[src/rtl/time_tmr_link.sv]
// Temporal-TMR link: the start stage replays each tagged item three times over a
// redundant channel, and the end stage majority-votes the copies back into one item.
module time_tmr_link #(
  parameter int DataWidth   = 8,
  parameter int IDSize      = 4,
  parameter int LockTimeout = 4
) (
  input  logic                 clk_i,
  input  logic                 rst_i,
  input  logic                 enable_i,
  input  logic [DataWidth-1:0] data_i,
  input  logic                 valid_i,
  output logic                 ready_o,
  output logic [DataWidth-1:0] red_data_o,
  output logic [IDSize-1:0]    red_id_o,
  output logic                 red_valid_o,
  input  logic                 red_ready_i,
  input  logic [DataWidth-1:0] red_data_i,
  input  logic [IDSize-1:0]    red_id_i,
  input  logic                 red_valid_i,
  output logic                 red_ready_o,
  output logic [DataWidth-1:0] data_o,
  output logic                 valid_o,
  input  logic                 ready_i,
  output logic                 lock_o,
  output logic                 fault_detected_o
);

  localparam int IdleW = (LockTimeout < 2) ? 1 : $clog2(LockTimeout + 1);

  typedef struct packed {
    logic                 occ;
    logic [IDSize-1:0]    id;
    logic [DataWidth-1:0] data;
  } entry_t;

  logic [1:0]           count;
  logic [DataWidth-1:0] buf_data;
  logic [IDSize-1:0]    buf_id;
  logic [IDSize-1:0]    next_id;
  logic                 up_hs;
  logic                 red_out_hs;

  always_comb begin
    ready_o     = 1'b0;
    red_valid_o = 1'b0;
    red_data_o  = buf_data;
    red_id_o    = buf_id;
    if (enable_i) begin
      ready_o     = !rst_i && ((count == 2'd0) || (count == 2'd1 && red_ready_i));
      red_valid_o = !rst_i && (count != 2'd0);
    end else begin
      ready_o     = !rst_i && red_ready_i;
      red_valid_o = !rst_i && valid_i;
      red_data_o  = data_i;
      red_id_o    = next_id;
    end
    up_hs      = valid_i && ready_o;
    red_out_hs = red_valid_o && red_ready_i;
  end

  // A fresh upstream item takes precedence over retiring the last copy of the old one.
  always_ff @(posedge clk_i) begin
    if (rst_i) begin
      count    <= 2'd0;
      buf_data <= '0;
      buf_id   <= '0;
      next_id  <= '0;
    end else if (enable_i) begin
      if (up_hs) begin
        count    <= 2'd3;
        buf_data <= data_i;
        buf_id   <= next_id;
        next_id  <= next_id + IDSize'(1);
      end else if (red_out_hs) begin
        count <= count - 2'd1;
      end
    end else if (up_hs) begin
      next_id <= next_id + IDSize'(1);
    end
  end

  entry_t [2:0]         win, win_n;
  logic                 lock, lock_n;
  logic [IDSize-1:0]    lock_id, lock_id_n;
  logic [DataWidth-1:0] voted, voted_n;
  logic [DataWidth-1:0] out_data, out_data_n;
  logic                 out_valid, out_valid_n;
  logic [IdleW-1:0]     idle_cnt, idle_n;
  logic                 fault_q, fault_n;
  logic                 red_in_hs;
  logic                 match;
  entry_t               pick;
  entry_t               new_entry;

  function automatic logic same(input entry_t a, input entry_t b);
    return a.occ && b.occ && (a.id == b.id) && (a.data == b.data);
  endfunction

  // Copies carrying the locked ID are stragglers of an item already voted out.
  always_comb begin
    win_n       = win;
    lock_n      = lock;
    lock_id_n   = lock_id;
    voted_n     = voted;
    out_data_n  = out_data;
    out_valid_n = out_valid;
    idle_n      = idle_cnt;
    fault_n     = 1'b0;
    match       = 1'b0;
    pick        = '0;
    new_entry   = entry_t'({1'b1, red_id_i, red_data_i});
    red_in_hs   = red_valid_i && red_ready_o;

    if (out_valid && ready_i) begin
      out_valid_n = 1'b0;
    end

    if (red_in_hs) begin
      idle_n = '0;
      if (lock && red_id_i == lock_id) begin
        fault_n = (red_data_i != voted);
      end else begin
        lock_n = 1'b0;
        win_n  = {win[1], win[0], new_entry};
        if (same(win_n[0], win_n[1]) || same(win_n[0], win_n[2])) begin
          match = 1'b1;
          pick  = win_n[0];
        end else if (same(win_n[1], win_n[2])) begin
          match = 1'b1;
          pick  = win_n[1];
        end
        if (match) begin
          out_data_n  = pick.data;
          out_valid_n = 1'b1;
          win_n       = '0;
          lock_n      = 1'b1;
          lock_id_n   = pick.id;
          voted_n     = pick.data;
        end else if (win_n[0].occ && win_n[1].occ && win_n[2].occ) begin
          fault_n = 1'b1;
        end
      end
    end else if (idle_cnt == IdleW'(LockTimeout - 1)) begin
      lock_n = 1'b0;
      win_n  = '0;
      idle_n = '0;
    end else begin
      idle_n = idle_cnt + IdleW'(1);
    end
  end

  always_ff @(posedge clk_i) begin
    if (rst_i) begin
      win       <= '0;
      lock      <= 1'b0;
      lock_id   <= '0;
      voted     <= '0;
      out_data  <= '0;
      out_valid <= 1'b0;
      idle_cnt  <= '0;
      fault_q   <= 1'b0;
    end else if (enable_i) begin
      win       <= win_n;
      lock      <= lock_n;
      lock_id   <= lock_id_n;
      voted     <= voted_n;
      out_data  <= out_data_n;
      out_valid <= out_valid_n;
      idle_cnt  <= idle_n;
      fault_q   <= fault_n;
    end else begin
      fault_q <= 1'b0;
    end
  end

  always_comb begin
    if (enable_i) begin
      red_ready_o = !rst_i && (!out_valid || ready_i);
      valid_o     = !rst_i && out_valid;
      data_o      = out_data;
    end else begin
      red_ready_o = !rst_i && ready_i;
      valid_o     = !rst_i && red_valid_i;
      data_o      = red_data_i;
    end
    lock_o           = enable_i && lock;
    fault_detected_o = fault_q;
  end

endmodule

[config.mk]
export PLATFORM = sky130hd
export DESIGN_NAME = time_tmr_link
export DESIGN_NICKNAME = d
export VERILOG_FILES = /design/src/rtl/time_tmr_link.sv
export SDC_FILE = /design/constraint.sdc
export NUM_CORES = 1
export LEC_CHECK = 0
export BUFFER_PORTS_ARGS = -buffer_cell sky130_fd_sc_hd__buf_2
export CORE_MARGIN = 5
export CORE_UTILIZATION = 38
export DETAILED_ROUTE_END_ITERATION = 10
export GPL_ROUTABILITY_DRIVEN = 0
export MAX_ROUTING_LAYER = met4
export PLACE_DENSITY = 0.63
export SYNTH_ARGS = -nofsm -noshare
export SYNTH_HDL_FRONTEND = slang
export SYNTH_SLANG_ARGS = --single-unit
[constraint.sdc]
create_clock -name clk_i -period 1.6 [get_ports clk_i]
set_input_delay 0.08 -clock clk_i [delete_from_list [all_inputs] [get_ports clk_i]]
set_output_delay 0.08 -clock clk_i [all_outputs]
set_load 0.1 [all_outputs]
==> run_summary.xml <==
<?xml version="1.0" encoding="UTF-8"?>
<metrics>
  <group name="worst_setup_path">
    <metric name="max_fo_critical_path" unit="">6</metric>
    <metric name="cpPeakStageDelay" unit="ps">340</metric>
    <metric name="timing.critical_path.buf_inv" unit="">1</metric>
    <metric name="criticalPathCategory" unit="">flop to flop</metric>
    <metric name="required" unit="ps">1860</metric>
    <metric name="cp_top_family" unit="">simple AND/OR/NAND/NOR gates</metric>
    <metric name="worst_path_arrival" unit="ps">2130</metric>
    <metric name="timing.critical_path.from_type" unit="">flop</metric>
    <metric name="setup.worst_path.end_class" unit="">flop</metric>
    <metric name="crit_slowest_cell" unit="">sky130_fd_sc_hd__dfxtp_2</metric>
    <metric name="worstPathCellList" unit="">xor2_1 -&gt; nor4_2 -&gt; and4_4 -&gt; buf_6 -&gt; and2_4 -&gt; a221oi_4 -&gt; a211oi_2</metric>
  </group>
  <group name="run_status">
    <metric name="violations" unit="">setup timing</metric>
    <metric name="status" unit="">complete, but fails checks</metric>
  </group>
  <group name="synth">
    <metric name="synthTopCellsByArea" unit="">sky130_fd_sc_hd__dfxtp_1, sky130_fd_sc_hd__xor2_1, sky130_fd_sc_hd__a22o_1, sky130_fd_sc_hd__xnor2_1, sky130_fd_sc_hd__mux2_2</metric>
    <metric name="postSynthAreaPerCell" unit="um^2">9.22</metric>
    <metric name="synth_top_cell_by_area" unit="">sky130_fd_sc_hd__dfxtp_1</metric>
    <metric name="postSynthRegisterBits" unit="">62</metric>
    <metric name="ys_seq_area_share" unit="%">37.8</metric>
    <metric name="dominant_synthesized_flop_cell" unit="">sky130_fd_sc_hd__dfxtp_1</metric>
    <metric name="synthesis.area" unit="um^2">3280</metric>
    <metric name="ys_warn_count" unit="">0</metric>
    <metric name="syn_nets" unit="">387</metric>
    <metric name="asr_flop_ratio_synth" unit="%">0</metric>
    <metric name="syn-instance-count" unit="">356</metric>
    <metric name="synthDominantCellAreaShare" unit="%">37.8</metric>
    <metric name="ys_types" unit="">36</metric>
    <metric name="synth-edff-count" unit="">0</metric>
  </group>
  <group name="power">
    <metric name="p_total" unit="W">0.00420</metric>
    <metric name="power.static_leakage" unit="nW">2.32</metric>
    <metric name="max-vdd-ir-drop" unit="mV">0.549</metric>
    <metric name="p_per_area" unit="nW/um^2">787</metric>
  </group>
  <group name="detailed_routing">
    <metric name="initialDrtViolationCount" unit="">123</metric>
    <metric name="route.detailed.vias_per_inst" unit="">5.27</metric>
    <metric name="vias" unit="">3115</metric>
    <metric name="route.detailed.wl_per_inst" unit="um">17.2</metric>
    <metric name="final_antenna_net_count" unit="">0</metric>
    <metric name="drt_first_pass_iters" unit="">4</metric>
    <metric name="drc" unit="">0</metric>
    <metric name="wirelength" unit="um">10200</metric>
  </group>
  <group name="clock_network">
    <metric name="number_of_h_tree_levels" unit="">3</metric>
    <metric name="cts-root-buf" unit="">sky130_fd_sc_hd__clkbuf_8</metric>
    <metric name="clock_sink_count" unit="">62</metric>
    <metric name="tritoncts_clock_tree" unit="">yes</metric>
    <metric name="cts_buffers" unit="">9</metric>
    <metric name="cts_max_path_buffers" unit="">2</metric>
    <metric name="clk_latency" unit="ps">340</metric>
    <metric name="clock_transition_at_the_registers_of_the_reported_paths" unit="ps">70</metric>
  </group>
  <group name="placement">
    <metric name="port_buffers" unit="">52</metric>
    <metric name="post-place-cells" unit="">538</metric>
    <metric name="hpwl" unit="um">6330</metric>
  </group>
  <group name="grt">
    <metric name="grtUsageTotal" unit="%">20.1</metric>
    <metric name="grt_overflow" unit="">0</metric>
    <metric name="grt_antenna_before_repair" unit="">0</metric>
    <metric name="globalRouteMet3Util" unit="%">5.62</metric>
    <metric name="met2_grt_util" unit="%">33.2</metric>
    <metric name="grt_pass1_wl" unit="um">16100</metric>
    <metric name="grt_max_degree" unit="">29</metric>
    <metric name="grt_use_met1" unit="%">23.6</metric>
    <metric name="globalRoute.busiestLayer" unit="">met2</metric>
    <metric name="first_global_vias" unit="">3300</metric>
  </group>
  <group name="layout">
    <metric name="total_area_of_sequential_cells" unit="um^2">1280</metric>
    <metric name="layout-drive-gt1-share" unit="%">51.2</metric>
    <metric name="num-nets-final" unit="">508</metric>
    <metric name="area_delta_synth_final" unit="%">62.6</metric>
    <metric name="area_taken_by_multi_input_logic_gates" unit="um^2">2240</metric>
    <metric name="fin_cells" unit="">591</metric>
    <metric name="fill_cells" unit="">687</metric>
  </group>
  <group name="timing">
    <metric name="slew_at_the_pin_with_the_worst_max_slew_slack" unit="ps">487</metric>
    <metric name="rsz0062_at_grt" unit="">yes</metric>
    <metric name="final.min_clock_period" unit="ps">1880</metric>
    <metric name="highest_achievable_clock_rate" unit="MHz">533</metric>
    <metric name="report.final.setup_viol" unit="">41</metric>
    <metric name="report.final.slew_viol_count" unit="">0</metric>
    <metric name="whs" unit="ps">92.1</metric>
    <metric name="share_of_the_clock_period_used_by_the_worst_path" unit="%">117</metric>
    <metric name="post-route-worst-setup-slack" unit="ps">-278</metric>
    <metric name="slew_headroom" unit="%">67.8</metric>
    <metric name="finClkSkew" unit="ps">7.65</metric>
    <metric name="timing.final.hold_violations" unit="">0</metric>
  </group>
  <group name="die">
    <metric name="fp.dieArea" unit="um^2">10600</metric>
    <metric name="initial_core_util" unit="%">38.4</metric>
    <metric name="die_height" unit="um">103</metric>
    <metric name="core_ar" unit="um^2">8550</metric>
    <metric name="boundaryPins" unit="">53</metric>
    <metric name="placement_rows" unit="">34</metric>
    <metric name="die_w" unit="um">103</metric>
  </group>
  <group name="worst_hold_path">
    <metric name="hold_class" unit="">input port to flop</metric>
  </group>
  <group name="job">
    <metric name="cap_viol_max_count" unit="">0</metric>
  </group>
</metrics>
-- logic make-up after synthesis --
| logic type | share of synthesized area [%] |
|---|---|
| AO/OA/AOI/OAI | 20.5 |
| XOR/XNOR | 13.9 |
| adder cells (fa/ha/maj) | 1.53 |
| buffers and inverters | 7.28 |
| flip-flops | 37.8 |
| multiplexers | 8.43 |
| AND/OR/NAND/NOR | 10.6 |
-- where the power goes --
group	leakage (nW)	internal (W)	switching, W
clock	0.116	0.000958	0.000613
combinational	1.69	0.000418	0.000573
sequential	0.514	0.00159	0.0000506
-- cell usage in the layout (no fill, tap or decap), drive strengths merged, types with 14 or more instances in the layout --
master	instances
a21oi	21
a22o	25
buf	130
dfxtp	62
inv	18
nand2	21
nor2	23
o21ai	14
xnor2	23
xor2	29
-- worst register-to-register path, delay by kind of cell (launching register included) --
kind,cells,cell delay [ps]
XOR/XNOR,1,170
flip-flops,1,340
AND/OR/NAND/NOR,3,870
AO/OA/AOI/OAI,2,310
buffers and inverters,1,120
-- synth_stat cells (2+ instances only) --
| cell | instances |
|---|---|
| sky130_fd_sc_hd__nor3_1 | 3 |
| sky130_fd_sc_hd__mux2_2 | 13 |
| sky130_fd_sc_hd__nor2b_1 | 2 |
| sky130_fd_sc_hd__xor2_1 | 29 |
| sky130_fd_sc_hd__ha_1 | 4 |
| sky130_fd_sc_hd__buf_4 | 5 |
| sky130_fd_sc_hd__nor4_1 | 6 |
| sky130_fd_sc_hd__a211oi_1 | 12 |
| sky130_fd_sc_hd__nand3_1 | 2 |
| sky130_fd_sc_hd__dfxtp_1 | 62 |
| sky130_fd_sc_hd__buf_6 | 2 |
| sky130_fd_sc_hd__clkbuf_1 | 6 |
| sky130_fd_sc_hd__buf_2 | 17 |
| sky130_fd_sc_hd__nor2_1 | 23 |
| sky130_fd_sc_hd__mux2i_1 | 13 |
| sky130_fd_sc_hd__o21a_1 | 2 |
| sky130_fd_sc_hd__inv_1 | 17 |
| sky130_fd_sc_hd__a221oi_1 | 12 |
| sky130_fd_sc_hd__nand4_1 | 5 |
| sky130_fd_sc_hd__and2_1 | 5 |
| sky130_fd_sc_hd__xnor2_1 | 23 |
| sky130_fd_sc_hd__o21ai_0 | 14 |
| sky130_fd_sc_hd__a21oi_1 | 21 |
| sky130_fd_sc_hd__a22o_1 | 25 |
| sky130_fd_sc_hd__nand2_1 | 21 |
| sky130_fd_sc_hd__a41o_1 | 2 |
-- final cells by class --
| type | instances | area share, % |
|---|---|---|
| Antenna cell | 1 | 0.0469 |
| Clock buffer | 12 | 2.91 |
| Clock inverter | 4 | 1.31 |
| Inverter | 18 | 1.31 |
| Multi-Input combinational cell | 248 | 41.9 |
| Sequential cell | 62 | 23.9 |
| Tap cell | 108 | 2.53 |
| Timing Repair Buffer | 138 | 26.0 |
-- repair_timing --
item | in CTS | in global routing
setup buffers | 21 | 4
gates resized for setup | 49 | 42
gates cloned | 3 | 1
hold buffers | 8 | 0
endpoints found under the setup margin | 46 | 57
endpoints found under the hold margin | 8 | 0
pin swaps | 27 | 33
-- worst paths after layout --
| kind | slack, ps | cells after the start | from | to |
|---|---|---|---|---|
| min | 90 | 3 | red_id_i[0] | lock_id[0] |
| min reg2reg | 470 | 1 | idle_cnt[2] | idle_cnt[2] |
| max reg2reg | -280 | 7 | win[1] | lock_id[1] |
| max | -280 | 7 | win[1] | lock_id[1] |
-- routing by layer --
| layer | wire length (um) | vias up |
|---|---|---|
| li1 | - | 1506 |
| met1 | 4270 | 1494 |
| met2 | 5100 | 91 |
| met3 | 586 | 24 |
| met4 | 220 | 0 |
| met5 | 0 | - |
-- metrics by stage --
step | cell area [um^2] | setup slack, ps | setup TNS, ps | util [%]
global placement | 4380 | -590 | -18130 | 51.3
floorplan | 3420 | -291 | -3560 | -
finish | 5340 | -278 | -8640 | 62.4
detailed placement | 4380 | -628 | -20130 | 51.3
global route | 5330 | -358 | -11530 | 62.4
CTS | 5090 | -243 | -7060 | 59.6
-- registers in the layout, summed over array words and instances (netlist names) --
signal / flops
lock: 1
out_valid: 1
buf_id: 4
fault_detected_o: 1
idle_cnt: 3
out_data: 8
count: 2
win: 26
next_id: 4
buf_data: 8
lock_id: 4
(Power assumes the default switching activity.)
